### config.mk
export PLATFORM = sky130hd
export DESIGN_NAME = sst_engine
export DESIGN_NICKNAME = d
export VERILOG_FILES = /design/src/rtl/sst_engine.sv
export SDC_FILE = /design/constraint.sdc
export NUM_CORES = 1
export LEC_CHECK = 0
export ABC_AREA = 1
export CORE_MARGIN = 2
export CORE_UTILIZATION = 46
export CTS_CLUSTER_DIAMETER = 120
export DETAILED_ROUTE_END_ITERATION = 12
export HOLD_SLACK_MARGIN = 0.03
export PLACE_DENSITY = 0.89
export SETUP_SLACK_MARGIN = 0.5
export SLEW_MARGIN = 20
export SYNTH_ARGS = -nofsm -noshare
export SYNTH_HDL_FRONTEND = slang
export SYNTH_SLANG_ARGS = --single-unit
### constraint.sdc
create_clock -name clk -period 2.1 [get_ports clk]
set_clock_uncertainty 0.1 [all_clocks]
set_input_delay 0.42 -clock clk [delete_from_list [all_inputs] [get_ports clk]]
set_output_delay 0.42 -clock clk [all_outputs]
set_load 0.1 [all_outputs]
### src/rtl/sst_engine.sv
`timescale 1ns/1ps
// -----------------------------------------------------------------------------
// sst_engine
// Moves a mapper's save-state image to and from a host byte stream.
//   Save    (cmd_dir=0): reads mapper addr 127 (index), then 0..126, and
//                        streams 128 bytes out over out_valid/out_ready.
//   Restore (cmd_dir=1): reads the mapper index, checks it against the first
//                        host byte, then writes host bytes 1..127 into mapper
//                        addr 0..126. A header mismatch sets err and writes
//                        nothing.
//
// Ports
//   clk, rst_n            system clock, async active-low reset
//   cmd_start, cmd_dir    command pulse and direction (sampled when idle)
//   sst_act               mapper save-state mode, high while busy
//   sst_addr/sst_we/sst_do/sst_di   mapper register port (1-cycle read latency)
//   out_valid/out_ready/out_data    save stream
//   in_valid/in_ready/in_data       restore stream
//   busy, done, err       status: busy level, end-of-command pulse, sticky error
//
// State table
//   S_IDLE     | waiting for cmd_start
//   S_RD_ADDR  | sst_addr presented to the mapper
//   S_RD_SMP   | mapper read data valid, captured at end of cycle
//   S_OUT      | save byte offered on out_data until out_ready
//   S_CHK_WAIT | waiting for a host byte (header check or data)
//   S_WR       | one-cycle write strobe to the mapper
//   S_FIN      | done pulse, then back to idle
// -----------------------------------------------------------------------------
module sst_engine (
  input  logic       clk,
  input  logic       rst_n,
  input  logic       cmd_start,
  input  logic       cmd_dir,
  output logic       sst_act,
  output logic [7:0] sst_addr,
  output logic       sst_we,
  output logic [7:0] sst_do,
  input  logic [7:0] sst_di,
  output logic       out_valid,
  input  logic       out_ready,
  output logic [7:0] out_data,
  input  logic       in_valid,
  output logic       in_ready,
  input  logic [7:0] in_data,
  output logic       busy,
  output logic       done,
  output logic       err
);

  localparam logic [6:0] ADDR_IDX  = 7'd127;
  localparam logic [6:0] ADDR_LAST = 7'd126;

  typedef enum logic [2:0] {
    S_IDLE,
    S_RD_ADDR,
    S_RD_SMP,
    S_OUT,
    S_CHK_WAIT,
    S_WR,
    S_FIN
  } state_t;

  state_t     r_state;
  state_t     w_state_nxt;
  logic [6:0] r_addr;
  logic       r_dir;
  logic [7:0] r_rd_data;
  logic [7:0] r_wr_data;
  logic       r_err;

  logic       w_start;
  logic       w_out_hs;
  logic       w_in_hs;
  logic       w_hdr;
  logic       w_hdr_bad;
  logic [6:0] w_addr_nxt;

  assign w_start   = (r_state == S_IDLE) && cmd_start;
  assign w_out_hs  = (r_state == S_OUT) && out_ready;
  assign w_in_hs   = (r_state == S_CHK_WAIT) && in_valid;
  // Address 127 is only ever held during the header phase, so it doubles as
  // the "header not yet handled" marker.
  assign w_hdr     = (r_addr == ADDR_IDX);
  assign w_hdr_bad = w_hdr && (in_data != r_rd_data);
  // After the header the stream continues at 0; this is a deliberate jump,
  // not a 7-bit wrap.
  assign w_addr_nxt = w_hdr ? 7'd0 : (r_addr + 7'd1);

  always_ff @(posedge clk or negedge rst_n) begin
    if (!rst_n) begin
      r_state <= S_IDLE;
    end else begin
      r_state <= w_state_nxt;
    end
  end

  always_comb begin
    w_state_nxt = r_state;
    sst_act     = 1'b0;
    busy        = 1'b0;
    sst_we      = 1'b0;
    out_valid   = 1'b0;
    in_ready    = 1'b0;
    done        = 1'b0;
    case (r_state)
      S_IDLE: begin
        if (cmd_start) w_state_nxt = S_RD_ADDR;
      end
      S_RD_ADDR: begin
        busy        = 1'b1;
        sst_act     = 1'b1;
        w_state_nxt = S_RD_SMP;
      end
      S_RD_SMP: begin
        busy        = 1'b1;
        sst_act     = 1'b1;
        w_state_nxt = r_dir ? S_CHK_WAIT : S_OUT;
      end
      S_OUT: begin
        busy      = 1'b1;
        sst_act   = 1'b1;
        out_valid = 1'b1;
        if (out_ready) w_state_nxt = (r_addr == ADDR_LAST) ? S_FIN : S_RD_ADDR;
      end
      S_CHK_WAIT: begin
        busy     = 1'b1;
        sst_act  = 1'b1;
        in_ready = 1'b1;
        if (in_valid) begin
          if (!w_hdr)         w_state_nxt = S_WR;
          else if (w_hdr_bad) w_state_nxt = S_FIN;
        end
      end
      S_WR: begin
        busy        = 1'b1;
        sst_act     = 1'b1;
        sst_we      = 1'b1;
        w_state_nxt = (r_addr == ADDR_LAST) ? S_FIN : S_CHK_WAIT;
      end
      S_FIN: begin
        done        = 1'b1;
        w_state_nxt = S_IDLE;
      end
      default: w_state_nxt = S_IDLE;
    endcase
  end

  always_ff @(posedge clk or negedge rst_n) begin
    if (!rst_n) begin
      r_addr    <= 7'd0;
      r_dir     <= 1'b0;
      r_rd_data <= 8'd0;
      r_wr_data <= 8'd0;
      r_err     <= 1'b0;
    end else begin
      if (w_start) begin
        r_addr <= ADDR_IDX;
        r_dir  <= cmd_dir;
        r_err  <= 1'b0;
      end
      if (r_state == S_RD_SMP) r_rd_data <= sst_di;
      if (w_out_hs && (r_addr != ADDR_LAST)) r_addr <= w_addr_nxt;
      if (w_in_hs) begin
        if (w_hdr) begin
          if (w_hdr_bad) r_err  <= 1'b1;
          else           r_addr <= w_addr_nxt;
        end else begin
          r_wr_data <= in_data;
        end
      end
      if ((r_state == S_WR) && (r_addr != ADDR_LAST)) r_addr <= w_addr_nxt;
    end
  end

  assign sst_addr = {1'b0, r_addr};
  assign sst_do   = r_wr_data;
  assign out_data = r_rd_data;
  assign err      = r_err;

endmodule

==> impl_metrics.toml <==
[timing]
fin_setup_tns_ns = 0
rsz0062_at_grt = "yes"
period_needed_ns = 1.877
setup-violations-final = 0
fin_crit_sh = 0.8937
fmax_mhz = 532.8
hold_violations = 0
slew_violations = 0

[die]
io_pins = 53
num_rows = 21
die_y_um = 64.19
initial_utilization = 0.4879
die-area_um2 = 4120
coreArea_um2 = 3416
die_w_um = 64.19

[logic_synthesis]
synth-seq-cells = 28
ys_types = 31
synth_cells = 217
yosysMostFrequentCell = "nand2_1"
yosysSeqAreaShare = 0.4204
synth_nets = 241
ys.flop_type = "dfrtp_1"
synth-edff-count = 0
synth.avg_cell_area_um2 = 7.680
yosysWarnings = 0
synth_area_leaders = "dfrtp_1 (42%), nand2_1 (13%), inv_1 (7.2%)"
yosysTopAreaCellShare = 0.4204
netlist_area_um2 = 1667
synth_common_cells = "nand2_1 (56), inv_1 (32), dfrtp_1 (28)"
synth_top_cell_by_area = "dfrtp_1"
async_flop_share = 1.000

[detailed_routing]
dr.pass1.iters = 4
remaining_drc_errors = 0
drt_wl_total_um = 5522
avgViaCountPerCell = 5.491
vias = 1834
wl_per_cell_um = 16.53
ant_nets = 0
drt_iter0_markers = 112

[hold_path]
hold_path.class = "in -> async"

[cells_and_area]
areaGrowthSynthToFinish_pct = 65.92
fin_nets = 313
drive_gt1_frac = 0.3993
antenna-diode-count = 0
fill_cells = 183

[clock_network]
worstSkewPairLatency_ns = 0.34
cts_tree = "done"
clk_pin_slew_ns = 0.16
cts_buffers = 3
cts_buffer_depth = 2
clockRootBuffer = "clkbuf_4"
h-tree-depth = 1
clkSinkCount = 28

[job]
drv_cap = 0

[critical_path]
reg2reg_setup_slack_ns = 0.39
cp_data_arrival_time_ns = 1.36
r2r_start = "r_state[0]"
max_stage_delay_ns = 0.51
startpoint = "r_state[0]"
cpMaxStageDelayCell = "dfrtp_2"
path_cells = "inv_2 -> buf_6 -> nor2_4 -> buf_12"
r2r-end = "r_addr[6]"
r2r_cells = 8
crit_path_end = "sst_we"
cp-end-kind = "output pin"
required_ns = 1.58
cp-start-kind = "flop"
path_class = "reg -> out"
cp_max_fo = 6

[global_route]
grt_pass1_wl_um = 7610
grt_max_degree = 29
grt_pass1_vias = 1782
grt.total_usage = 0.2325
grt_antenna_before_repair = 0
overflow = 0

[place]
routabilityCongestion = 0.8443
dp_hpwl_um = 3155
portBuffers = 51

[run_status]
status = "complete, no violations"
==> cell families after synthesis <==
kind of cell    Yosys count  share of synthesized area
other cells               1                   0.002250
xor+xnor                  5                    0.02628
flops                    28                     0.4204
mux                       3                    0.02027
compound gates           26                    0.08259
fa+ha+maj                 2                    0.01501
buf+inv                  37                    0.09309
simple gates            115                     0.3401
==> state kept, by name, indices dropped and copies added, names as in the netlist <==
register	count
r_dir	1
r_addr	7
sst_do	8
out_data	8
r_state	3
err	1
==> routing by layer <==
metal,up-vias,wire (µm),global-route usage
met3,24,302,0.03697
met4,0,243,0.1090
li1,832,-,-
met1,882,2063,0.2458
met2,96,2913,0.4440
met5,-,0,0
==> layout make-up <==
class,count,area (µm²),share of cell area
Multi-Input combinational cell,153,1018,0.3683
Timing Repair Buffer,70,784.5,0.2837
Sequential cell,28,716.9,0.2593
Inverter,33,135.1,0.04887
Tap cell,46,57.56,0.02081
Clock inverter,1,30.03,0.01086
Clock buffer,3,22.52,0.008145
==> cell usage in the layout (no fill, tap or decap), types with 7 or more instances in the layout <==
master and n:
o21ai_1 7, nand3_4 9, buf_6 13, buf_4 23, nor2_1 18, dfrtp_2 7
nand3_1 9, nand2_1 46, nand2_2 9, clkdlybuf4s50_1 21, buf_12 12, inv_1 27
dfrtp_1 19, o21ai_0 8
==> worst min path at each step <==
| stage | to | slack, ns | startpoint |
|---|---|---|---|
| floorplan | err | 0.02 | rst_n |
| global placement | sst_do[3] | 0.37 | sst_do[3] |
| detailed placement | err | 0.37 | err |
| CTS | out_data[5] | 0.34 | rst_n |
| global route | sst_do[7] | 0.34 | rst_n |
| finish | sst_do[6] | 0.33 | rst_n |
==> critical path: cells and delay by family (launching register included) <==
| kind | cells | cell delay (ns) |
|---|---|---|
| buffers and inverters | 3 | 0.40 |
| and+or+nand+nor | 1 | 0.10 |
| DFF | 1 | 0.51 |
==> per-stage QoR <==
stage	hold slack, ns	utilization	cell area [µm²]	std cells	setup slack, ns
floorplan	0.02441	-	1745	217	0.1872
global placement	0.3686	0.6890	2354	312	0.2953
detailed placement	0.3744	0.6890	2354	312	0.2667
CTS	0.3445	0.7531	2572	328	0.2442
global route	0.3376	0.8095	2765	334	0.1663
finish	0.3250	0.8095	2765	334	0.2233
==> what timing repair did <==
action | in CTS | in global routing
gates resized for setup | 15 | 41
setup endpoints to repair | 25 | 35
pin swaps | 8 | 8
setup buffers | 11 | 6
cloned | 1 | 0
hold buffers | 0 | 0
Power is not shown: default switching activity piles up to over one toggle a cycle in this logic, so the estimate is an artifact.
